<file path="src/rtl/pipe_ctrl_pkg.sv">
// Shared types and defaults for the MEM-stage data-memory sequencer.
package pipe_ctrl_pkg;

  typedef enum logic [1:0] {
    IDLE = 2'd0,
    WAIT = 2'd1,
    DONE = 2'd2
  } state_e;

  localparam int unsigned TIMEOUT_DEF = 255;
  localparam int unsigned CNT_W_DEF   = 16;

endpackage

</file>
<file path="src/rtl/sat_counter.sv">
// Saturating up-counter: holds at all-ones once reached, cleared by async active-low reset.
module sat_counter #(
  parameter int unsigned W = 16
) (
  input  logic         clock,
  input  logic         resetn,
  input  logic         en,
  output logic [W-1:0] count
);

  logic [W-1:0] cnt_q;

  always_ff @(posedge clock or negedge resetn) begin
    if (!resetn) begin
      cnt_q <= '0;
    end else if (en && (cnt_q != '1)) begin
      cnt_q <= cnt_q + 1'b1;
    end
  end

  assign count = cnt_q;

endmodule

</file>
<file path="src/rtl/pipe_mem_ctrl.sv">
// MEM-stage data-memory sequencer: req/ack port, pipeline stall, MEM/WB bubble, stall counter.
// Define STALL_TIMEOUT_EN to abort WAIT after TIMEOUT cycles and raise a sticky err.
module pipe_mem_ctrl
  import pipe_ctrl_pkg::*;
#(
  parameter int unsigned TIMEOUT = TIMEOUT_DEF,
  parameter int unsigned CNT_W   = CNT_W_DEF
) (
  input  logic             clock,
  input  logic             resetn,
  input  logic             mvalid,
  input  logic             mwreg,
  input  logic             mm2reg,
  input  logic             mwmem,
  input  logic [31:0]      malu,
  input  logic [31:0]      mb,
  output logic             dreq,
  output logic             dwe,
  output logic [31:0]      daddr,
  output logic [31:0]      dwdata,
  input  logic             dack,
  input  logic [31:0]      drdata,
  output logic             stall,
  output logic             mwreg_q,
  output logic [31:0]      mmo,
  output logic [CNT_W-1:0] stall_cnt,
  output logic             err
);

  if (TIMEOUT < 1) begin : g_timeout_chk
    $error("pipe_mem_ctrl: TIMEOUT must be at least 1");
  end

  state_e      state_q, state_d;
  logic [31:0] rdata_q, rdata_d;
  logic        mem_op;
  logic        req;
  logic        tmo;

  assign mem_op = mvalid & (mm2reg | mwmem);

  always_comb begin
    state_d = state_q;
    rdata_d = rdata_q;
    req     = 1'b0;
    case (state_q)
      IDLE: begin
        if (mem_op) begin
          req = 1'b1;
          if (dack) begin
            rdata_d = drdata;
            state_d = DONE;
          end else begin
            state_d = WAIT;
          end
        end
      end
      WAIT: begin
        req = 1'b1;
        if (dack) begin
          rdata_d = drdata;
          state_d = DONE;
        end else if (tmo) begin
          rdata_d = '0;
          state_d = DONE;
        end
      end
      DONE: begin
        state_d = IDLE;
      end
      default: begin
        state_d = IDLE;
      end
    endcase
  end

  always_ff @(posedge clock or negedge resetn) begin
    if (!resetn) begin
      state_q <= IDLE;
      rdata_q <= '0;
    end else begin
      state_q <= state_d;
      rdata_q <= rdata_d;
    end
  end

`ifdef STALL_TIMEOUT_EN
  localparam int unsigned TW = (TIMEOUT > 1) ? $clog2(TIMEOUT) : 1;

  logic [TW-1:0] tcnt_q, tcnt_d;
  logic          err_q, err_d;

  // tcnt counts completed ackless WAIT cycles; the TIMEOUT-th one aborts.
  assign tmo    = (state_q == WAIT) && !dack && (tcnt_q == TW'(TIMEOUT - 1));
  assign tcnt_d = (state_q == WAIT) ? tcnt_q + 1'b1 : '0;
  assign err_d  = err_q | tmo;

  always_ff @(posedge clock or negedge resetn) begin
    if (!resetn) begin
      tcnt_q <= '0;
      err_q  <= 1'b0;
    end else begin
      tcnt_q <= tcnt_d;
      err_q  <= err_d;
    end
  end

  assign err = err_q;
`else
  assign tmo = 1'b0;
  assign err = 1'b0;
`endif

  // Request-side outputs are forced low for the whole reset interval.
  assign dreq    = resetn & req;
  assign stall   = dreq;
  assign dwe     = mwmem & dreq;
  assign daddr   = malu;
  assign dwdata  = mb;
  assign mwreg_q = resetn & mvalid & mwreg & ~stall;
  assign mmo     = rdata_q;

  sat_counter #(
    .W (CNT_W)
  ) u_stall_cnt (
    .clock  (clock),
    .resetn (resetn),
    .en     (stall),
    .count  (stall_cnt)
  );

endmodule
</file>
<file path="config.mk">
export PLATFORM = sky130hd
export DESIGN_NAME = pipe_mem_ctrl
export DESIGN_NICKNAME = d
export VERILOG_FILES = /design/src/rtl/pipe_ctrl_pkg.sv /design/src/rtl/sat_counter.sv /design/src/rtl/pipe_mem_ctrl.sv
export SDC_FILE = /design/constraint.sdc
export NUM_CORES = 1
export LEC_CHECK = 0
export ABC_AREA = 1
export CAP_MARGIN = 20
export CORE_ASPECT_RATIO = 0.9
export CORE_MARGIN = 3
export CORE_UTILIZATION = 35
export CTS_CLUSTER_DIAMETER = 200
export DETAILED_ROUTE_END_ITERATION = 8
export HOLD_SLACK_MARGIN = 0.05
export PLACE_DENSITY = 0.88
export SYNTH_ARGS = -nofsm -noshare
export SYNTH_HDL_FRONTEND = slang
export SYNTH_HIERARCHICAL = 1
export SYNTH_SLANG_ARGS = --single-unit
</file>
<file path="constraint.sdc">
create_clock -name clock -period 1.9 [get_ports clock]
set_input_delay 0.57 -clock clock [delete_from_list [all_inputs] [get_ports clock]]
set_output_delay 0.57 -clock clock [all_outputs]
set_load 0.01 [all_outputs]
</file>
==> impl_metrics.json, run 1 <==
{
  "status": "complete, no violations",
  "postSynth.asyncResetShare_pct": 100,
  "drtAntennaViolNets": 0,
  "drt-pass1-iter-count": 4,
  "fmaxAchievable_mhz": 538,
  "peakVddDrop_mv": 0.404,
  "yosysWarningCount": 6,
  "die_h_um": 93.9,
  "nFillCells": 783,
  "critPathLaunchType": "register",
  "grt_pass1_wl_um": 11600,
  "coreArea_mm2": 0.00818,
  "vias": 2495,
  "area_growth_pct": 25.9,
  "final_cell_mix": "nand2_1 (130), clkdlybuf4s50_1 (79), dfrtp_1 (43)",
  "wl_um": 7360,
  "yosys-top-cells-area": "dfrtp_1 (42%), buf_4 (16%), nand2_1 (16%)",
  "synth.net_count": 479,
  "synth_flop_cell": "dfrtp_1",
  "track_usage_pct": 14.7,
  "synth_edf_count": 0,
  "gp_congestion": 0.856,
  "initial_core_util_pct": 36.7,
  "rr_worst_depth": 7,
  "multi_input_area_mm2": 0.00110,
  "insertedDiodeCount": 0,
  "total_power_mw": 3.85,
  "combinationalPowerShare_pct": 40.5,
  "synth_top_area_share_pct": 41.6,
  "hold_path.class": "in -> async",
  "p_switching_mw": 1.29,
  "netlist_instances": 375,
  "drt_iter0_markers": 74,
  "min_period_over_period_pct": 97.9,
  "power_frac_seq_pct": 39.8,
  "cts_buffers": 5,
  "viasPerCell": 4.64,
  "nets": 526,
  "rows": 31,
  "final_common_cell": "nand2_1",
  "antenna_found_initial": 0,
  "die_area_mm2": 0.00974,
  "synth_top_area_cell": "dfrtp_1",
  "htree_levels": 2,
  "switching_share_pct": 33.4,
  "dp_cells": 517,
  "ys_ff_latch": 50,
  "drc": 0,
  "overflow": 0,
  "critPathCaptureType": "output port",
  "yosysUniqueCellTypes": 26,
  "hpwl_um": 5510,
  "regArea_mm2": 0.00126,
  "io-pin-count": 220,
  "setup_viol": 0,
  "skew_ps": 8.87,
  "grt_pass1_vias": 2463,
  "critical_path_class": "reg -> out",
  "layout-drive-gt1-share_pct": 17.3,
  "ys_seq_area_share_pct": 41.6,
  "clock_sinks": 50,
  "grt_max_degree": 34,
  "crit_arrival_ps": 1290,
  "crit_fanout": 2,
  "dieWidth_um": 104,
  "hold_viol_final": 0,
  "wl_per_cell_um": 13.7,
  "cts_max_path_buffers": 2,
  "drv_slew": 0,
  "insertion_delay_ps": 300,
  "worstPathRequired_ps": 1330,
  "hold_buffers": 0,
  "min_period_ps": 1860,
  "pwr-share-clk_pct": 19.7,
  "p_per_area_mw_per_mm2": 1020,
  "instances_no_fill": 538,
  "p_leak_nw": 1.81,
  "clock-root-buffer": "clkbuf_8",
  "cts_tree": "built",
  "path_clk_slew_ps": 100,
  "port_buffers": 90,
  "max_cap_viol_count": 0,
  "avgSynthCellArea_um2": 8.02,
  "syn_area_mm2": 0.00301,
  "p_int_mw": 2.57,
  "grt_setup_unrepaired": "true"
}
==> repair_timing <==
action / 4_1_cts / 5_1_grt
resized for setup: 38 / 8
endpoints found under the setup margin: 17 / 14
buffers inserted: 3 / 11
hold endpoints to repair: 0 / 0
pin swaps: 4 / 7
==> layer usage <==
| metal | wire (um) | up-vias | GRT usage [%] |
|---|---|---|---|
| li1 | - | 1196 | - |
| met2 | 3790 | 98 | 27.0 |
| met1 | 2850 | 1173 | 15.7 |
| met4 | 214 | 0 | 6.98 |
| met3 | 504 | 28 | 4.05 |
| met5 | 0 | - | 0 |
==> registers in the layout, indices dropped and copies added, names as in the netlist <==
register	cells
state_q	2
u_stall_cnt/count	16
mmo	32
==> Yosys cell counts, types with 2 or more instances <==
library cell	instances
buf_2	4
buf_4	66
buf_6	6
clkbuf_8	2
dfrtp_1	50
inv_1	17
nand2_1	132
nand2_2	4
nand3_1	40
nand4_1	5
nor2_1	17
nor2_2	4
nor2_4	4
o21ai_0	7
o21ai_2	2
xnor2_1	5
==> cell families (layout without fill, tap and decap cells) <==
| group | after synthesis | in the layout | share of synthesized area [%] |
|---|---|---|---|
| compound gates | 10 | 10 | 1.91 |
| buf+inv | 96 | 144 | 22.6 |
| simple gates | 211 | 211 | 31.6 |
| other cells | 1 | 1 | 0.125 |
| xor+xnor | 6 | 6 | 1.75 |
| fa+ha+maj | 1 | 1 | 0.416 |
| flops | 50 | 50 | 41.6 |
==> through the flow <==
step / hold WS (ps) / utilization, % / setup TNS (ps) / instance area [um2] / setup slack (ps)
floorplan: 274 / - / 0 / 3010 / 4.80
CTS: 308 / 45.1 / 0 / 3690 / 0.555
detailed placement: 459 / 43.5 / -9410 / 3560 / -755
global route: 318 / 46.3 / -37.1 / 3790 / -37.1
global placement: 456 / 43.5 / -7760 / 3560 / -745
finish: 301 / 46.3 / 0 / 3790 / 40.5
==> final cells by class <==
type,count,share of cell area [%]
sequential,50,33.3
timing repair buffer,118,29.1
multi-input combinational,229,29.0
tap,115,3.80
clock buffer,5,1.82
inverter,18,1.78
clock inverter,3,1.19
==> final timing paths <==
| path | startpoint | endpoint | slack [ps] |
|---|---|---|---|
| max | state_q[1] | mwreg_q | 40 |
| min | resetn | mmo[30] | 300 |
| max reg2reg | u_stall_cnt/count[1] | u_stall_cnt/count[5] | 310 |
| min reg2reg | mmo[10] | mmo[10] | 480 |
| max in group asynchronous | resetn | u_stall_cnt/count[2] | 1260 |
| min in group clock | mmo[10] | mmo[10] | 480 |
==> critical path, stage by stage (launching register included) <==
cell and delay, ps:
dfrtp_1 400, nor2_2 150, buf_4 140, nand3_4 70, nand2_4 70, nor2_1 40, buf_2 130
==> power groups by stage <==
stage | Combinational (mW) | Clock [mW] | Sequential (mW)
final | 1.56 | 0.760 | 1.53
after global routing | 1.70 | 0.834 | 1.56
after CTS | 1.42 | 0.798 | 1.57
after detailed placement | 1.39 | 0 | 1.58
after global placement | 1.36 | 0 | 1.57
after floorplan | 0.659 | 0 | 1.66
No activity file was read; power rests on OpenSTA's default activity.
==> run 2, diff against run 1 <==
--- a/config.mk
+++ b/config.mk
@@ -8,12 +8,11 @@
 export ABC_AREA = 1
 export CAP_MARGIN = 20
 export CORE_ASPECT_RATIO = 0.9
-export CORE_MARGIN = 3
-export CORE_UTILIZATION = 35
+export CORE_UTILIZATION = 38
 export CTS_CLUSTER_DIAMETER = 200
 export DETAILED_ROUTE_END_ITERATION = 8
 export HOLD_SLACK_MARGIN = 0.05
-export PLACE_DENSITY = 0.88
+export PLACE_DENSITY = 0.94
 export SYNTH_ARGS = -nofsm -noshare
 export SYNTH_HDL_FRONTEND = slang
 export SYNTH_HIERARCHICAL = 1
==> constraint.sdc (replaced) <==
create_clock -name clock -period 2.2 [get_ports clock]
set_input_delay 0.66 -clock clock [delete_from_list [all_inputs] [get_ports clock]]
set_output_delay 0.66 -clock clock [all_outputs]
set_load 0.01 [all_outputs]
==> run 2 against run 1 <==
  * Non-clock buffer count down 16
  * Cell count down 6.3%
  * Core utilization up 1.2 points
  * Routed wire length down 11%
  * Design area down 4.5%
  * Sequential cell count unchanged
  * Global-route usage up 2.1 points
  * Sequential share of layout area up 1.3 points
  * Clock-buffer cell count unchanged
  * Critical path depth unchanged
  * Combinational power down 24%
  * Critical path type is now in -> out
==> impl_metrics.json, run 2 (synthesis gave the netlist of run 1 again) <==
{
  "status": "complete, no violations",
  "drv_slew": 0,
  "grt_pass1_wl_um": 10900,
  "coreArea_mm2": 0.00762,
  "nets": 510,
  "drtAntennaViolNets": 0,
  "final_cell_mix": "nand2_1 (131), clkdlybuf4s50_1 (82), dfrtp_1 (50)",
  "grt_pass1_vias": 2311,
  "area_growth_pct": 20.2,
  "instances_no_fill": 504,
  "wl_per_cell_um": 13.0,
  "drc": 0,
  "crit_fanout": 3,
  "vias": 2431,
  "die_h_um": 86.4,
  "drt-pass1-iter-count": 4,
  "wl_um": 6560,
  "grt_setup_unrepaired": "false",
  "critical_path_class": "in -> out",
  "timing.rr.end": "u_stall_cnt/count[2]",
  "track_usage_pct": 16.7,
  "final_common_cell": "nand2_1",
  "max_cap_viol_count": 0,
  "crit_chain": "clkdlybuf4s15_1 > o21ai_1 > nand2_1 > nand2_2 > nor2_4 > buf_6",
  "clock-root-buffer": "clkbuf_8",
  "min_period_over_period_pct": 95.3,
  "initial_core_util_pct": 39.5,
  "crit_arrival_ps": 1440,
  "layout-drive-gt1-share_pct": 11.5,
  "cts_max_path_buffers": 2,
  "r2r_setup_slack_ps": 440,
  "rr_worst_depth": 6,
  "final_util_pct": 47.4,
  "skew_ps": 11.6,
  "hold_viol_final": 0,
  "grt_max_degree": 34,
  "dieWidth_um": 95.8,
  "largest_reg_flops": 32,
  "clock_sinks": 50,
  "p_per_area_mw_per_mm2": 851,
  "dp_cells": 493,
  "cts_buffers": 5,
  "path_clk_slew_ps": 90,
  "io-pin-count": 220,
  "overflow": 0,
  "worstPathRequired_ps": 1540,
  "antenna_found_initial": 1,
  "p_leak_nw": 1.70,
  "min_period_ps": 2100,
  "critPathSlowestCell": "clkdlybuf4s15_1",
  "die_area_mm2": 0.00827,
  "reg2reg_from": "u_stall_cnt/count[0]",
  "gp_congestion": 0.816,
  "critPathCaptureType": "output port",
  "hpwl_um": 5070,
  "peakVddDrop_mv": 0.340,
  "multi_input_area_mm2": 0.00109,
  "htree_levels": 2,
  "port_buffers": 90,
  "insertion_delay_ps": 300,
  "critPathLaunchType": "input port",
  "whs_ps": 281,
  "cts_tree": "built",
  "setup_viol": 0,
  "regArea_mm2": 0.00125,
  "hold_path.class": "in -> async",
  "drt_iter0_markers": 92,
  "rows": 30,
  "viasPerCell": 4.82,
  "hold_buffers": 0,
  "nFillCells": 737,
  "fmaxAchievable_mhz": 477,
  "max_stage_delay_ps": 220
}
==> run 2: where the power goes <==
group          switching (mW)  leakage (nW)  internal (mW)
registers               0.204         0.636           1.14
logic                   0.556          1.02          0.631
clock network           0.315        0.0408          0.228
total                    1.07          1.70           2.00
==> run 2: critical path, delay by kind of cell <==
| family | cells | cell delay [ps] |
|---|---|---|
| simple gates | 3 | 350 |
| compound gates | 1 | 80 |
| buf+inv | 2 | 340 |
==> run 2: metal layers <==
layer	GRT usage (%)	wire length [um]
met1	19.2	2600
met2	28.9	3300
met3	3.86	396
met4	8.82	269
met5	0	0
==> run 2: worst max path at each step <==
stage | startpoint | to | slack [ps] | cells after the start
finish | mvalid | dreq | 100 | 6
global route | mvalid | stall | 20 | 6
CTS | mvalid | dreq | 60 | 6
detailed placement | mvalid | dreq | -740 | 6
global placement | mvalid | stall | -690 | 6
floorplan | mm2reg | stall | 120 | 5
==> run 2: what timing repair did <==
action                                 CTS  global route
resized for setup                       25             1
gates cloned                             0             0
endpoints found under the hold margin    0             0
setup endpoints to repair                4             2
pin swaps                                1             1
buffers inserted                         2             0
==> run 2: final cells by class <==
class	instances	area share (%)
repair buffers	102	27.3
clock buffers	5	1.90
inverters	18	1.87
clock inverters	3	0.658
diodes	1	0.0692
multi-input cells	229	30.2
well taps	96	3.32
flip-flops and latches	50	34.6
==> run 2: stage by stage <==
step | instance area, um2 | setup slack, ps | TNS, ps | power [mW]
floorplan | 3010 | 125 | 0 | 2.00
global placement | 3500 | -691 | -4690 | 2.49
detailed placement | 3500 | -737 | -5640 | 2.55
finish | 3610 | 103 | 0 | 3.08
CTS | 3610 | 60.6 | 0 | 3.12
global route | 3610 | 21.7 | 0 | 3.30
==> run 3, diff against run 2 <==
--- a/config.mk
+++ b/config.mk
@@ -7,12 +7,14 @@
 export LEC_CHECK = 0
 export ABC_AREA = 1
 export CAP_MARGIN = 20
+export CELL_PAD_IN_SITES_DETAIL_PLACEMENT = 2
+export CELL_PAD_IN_SITES_GLOBAL_PLACEMENT = 2
 export CORE_ASPECT_RATIO = 0.9
-export CORE_UTILIZATION = 38
+export CORE_UTILIZATION = 19
 export CTS_CLUSTER_DIAMETER = 200
 export DETAILED_ROUTE_END_ITERATION = 8
 export HOLD_SLACK_MARGIN = 0.05
-export PLACE_DENSITY = 0.94
+export PLACE_DENSITY = 0.93
 export SYNTH_ARGS = -nofsm -noshare
 export SYNTH_HDL_FRONTEND = slang
 export SYNTH_HIERARCHICAL = 1
==> constraint.sdc (replaced) <==
create_clock -name clock -period 2.71 [get_ports clock]
set_input_delay 0.813 -clock clock [delete_from_list [all_inputs] [get_ports clock]]
set_output_delay 0.813 -clock clock [all_outputs]
set_load 0.01 [all_outputs]
==> run 3 against run 2 <==
  * Power shrank 10%
  * Register-to-register slack better by 470 ps
  * Sequential power fell by 19%
  * Sequential cell count unchanged
  * Worst setup slack worse by 13 ps
  * Highest routed layer unchanged
==> impl_metrics.json, run 3 (synthesis gave the netlist of run 1 again) <==
{
  "wl_per_cell_um": 15.4,
  "grt_pass1_wl_um": 15300,
  "nFillCells": 1788,
  "area_growth_pct": 26.3,
  "grt_setup_unrepaired": "false",
  "port_buffers": 90,
  "drv_slew": 0,
  "die_h_um": 121,
  "fin_area_mm2": 0.00380,
  "skew_ps": 4.28,
  "p_leak_nw": 1.73,
  "p_per_area_mw_per_mm2": 726,
  "rows": 43,
  "cts_buffers": 5,
  "final_cell_mix": "nand2_1 (130), clkdlybuf4s50_1 (82), dfrtp_1 (50)",
  "cts_max_path_buffers": 2,
  "min_period_over_period_pct": 96.7,
  "setup_ws_ps": 90.7,
  "track_usage_pct": 12.2,
  "critPathSlowestCell": "dlygate4sd2_1",
  "status": "complete, no violations",
  "drt_iter0_markers": 62,
  "total_power_mw": 2.76,
  "vias": 2550,
  "drc": 0,
  "instances_no_fill": 611,
  "io-pin-count": 220,
  "crit_top_cell": "buf_4",
  "hold_viol_final": 0,
  "cp_top_family": "buffers and inverters",
  "critical_path_class": "in -> out",
  "nets": 511,
  "min_period_ps": 2620,
  "drtAntennaViolNets": 0,
  "crit_chain": "dlygate4sd2_1 > buf_4 > inv_1 > buf_4 > nand2_1 > nand3_2 > nand2_4 > nor2_2 > buf_2",
  "antenna_found_initial": 1,
  "layout-drive-gt1-share_pct": 12.0,
  "hold_path.class": "reg -> reg",
  "setup_viol": 0,
  "htree_levels": 2,
  "tightestPinTransition_ps": 684,
  "clock-root-buffer": "clkbuf_16",
  "dieWidth_um": 135,
  "final.setup.tns_ps": 0,
  "cp_num_buf_inv": 5,
  "overflow": 0,
  "hpwl_um": 7390,
  "max_stage_delay_ps": 260,
  "die_area_mm2": 0.0163,
  "critPathCaptureType": "output port",
  "drt-pass1-iter-count": 3,
  "initial_core_util_pct": 19.5,
  "place_area_mm2": 0.00363,
  "clock_sinks": 50,
  "whs_ps": 477,
  "path_clk_slew_ps": 70,
  "fmaxAchievable_mhz": 382,
  "wl_um": 9420,
  "crit_arrival_ps": 1810,
  "crit_fanout": 2,
  "coreArea_mm2": 0.0154,
  "largest_reg_flops": 32,
  "viasPerCell": 4.17,
  "critPathLaunchType": "input port",
  "slew_headroom_pct": 54.4,
  "gp_congestion": 0.727,
  "cts_tree": "built",
  "grt_pass1_vias": 3029,
  "final_util_pct": 24.6,
  "dp_slack_ps": -626,
  "peakVddDrop_mv": 0.216,
  "worstPathRequired_ps": 1900,
  "final_common_cell": "nand2_1",
  "max_cap_viol_count": 0,
  "insertion_delay_ps": 300,
  "grt_max_degree": 51,
  "dp_cells": 601
}
run 3: cell type report:
| cell class | count | area [um2] | area share, % |
|---|---|---|---|
| diodes | 1 | 2.50 | 0.0659 |
| clock buffers | 6 | 139 | 3.66 |
| clock inverters | 2 | 12.5 | 0.329 |
| inverters | 18 | 67.6 | 1.78 |
| multi-input cells | 229 | 1090 | 28.6 |
| flip-flops and latches | 50 | 1250 | 32.9 |
| well taps | 202 | 253 | 6.65 |
| repair buffers | 103 | 986 | 26.0 |
run 3: report_power, final:
group,leakage [nW],internal (mW),switching [mW],total (mW)
Sequential,0.636,0.928,0.175,1.10
Clock,0.0729,0.367,0.296,0.662
Combinational,1.02,0.507,0.484,0.991
Total,1.73,1.80,0.955,2.76
run 3: worst paths after layout:
path	from	end	slack [ps]	cells after the start
max in group asynchronous	resetn	u_stall_cnt/count[14]	1480	3
min in group asynchronous	resetn	state_q[0]	790	3
hold reg to reg	mmo[16]	mmo[16]	480	2
setup / recovery	mwmem	mwreg_q	90	9
hold / removal	mmo[16]	mmo[16]	480	2
setup reg to reg	u_stall_cnt/count[0]	u_stall_cnt/count[10]	910	9
run 3: worst register-to-register path, stage by stage, from the launching register on:
cell and delay [ps]:
dfrtp_1 470, ha_1 340, inv_2 100, nor2_4 150
nand2_2 100, nor2_4 140, nor2_4 50, buf_4 160
nand2_1 110, o21ai_2 70
run 3: per-layer routing:
| metal | routed length [um] | vias to the layer above | GRT usage [%] |
|---|---|---|---|
| met5 | 0 | - | 0 |
| met3 | 404 | 42 | 2.76 |
| li1 | - | 1163 | - |
| met1 | 3650 | 1268 | 12.7 |
| met4 | 310 | 0 | 5.69 |
| met2 | 5060 | 77 | 22.9 |
run 3: what timing repair did:
action,4_1_cts,5_1_grt
pin swaps,1,0
hold buffers,0,0
setup buffers,1,0
resized for setup,28,1
endpoints found under the setup margin,4,1
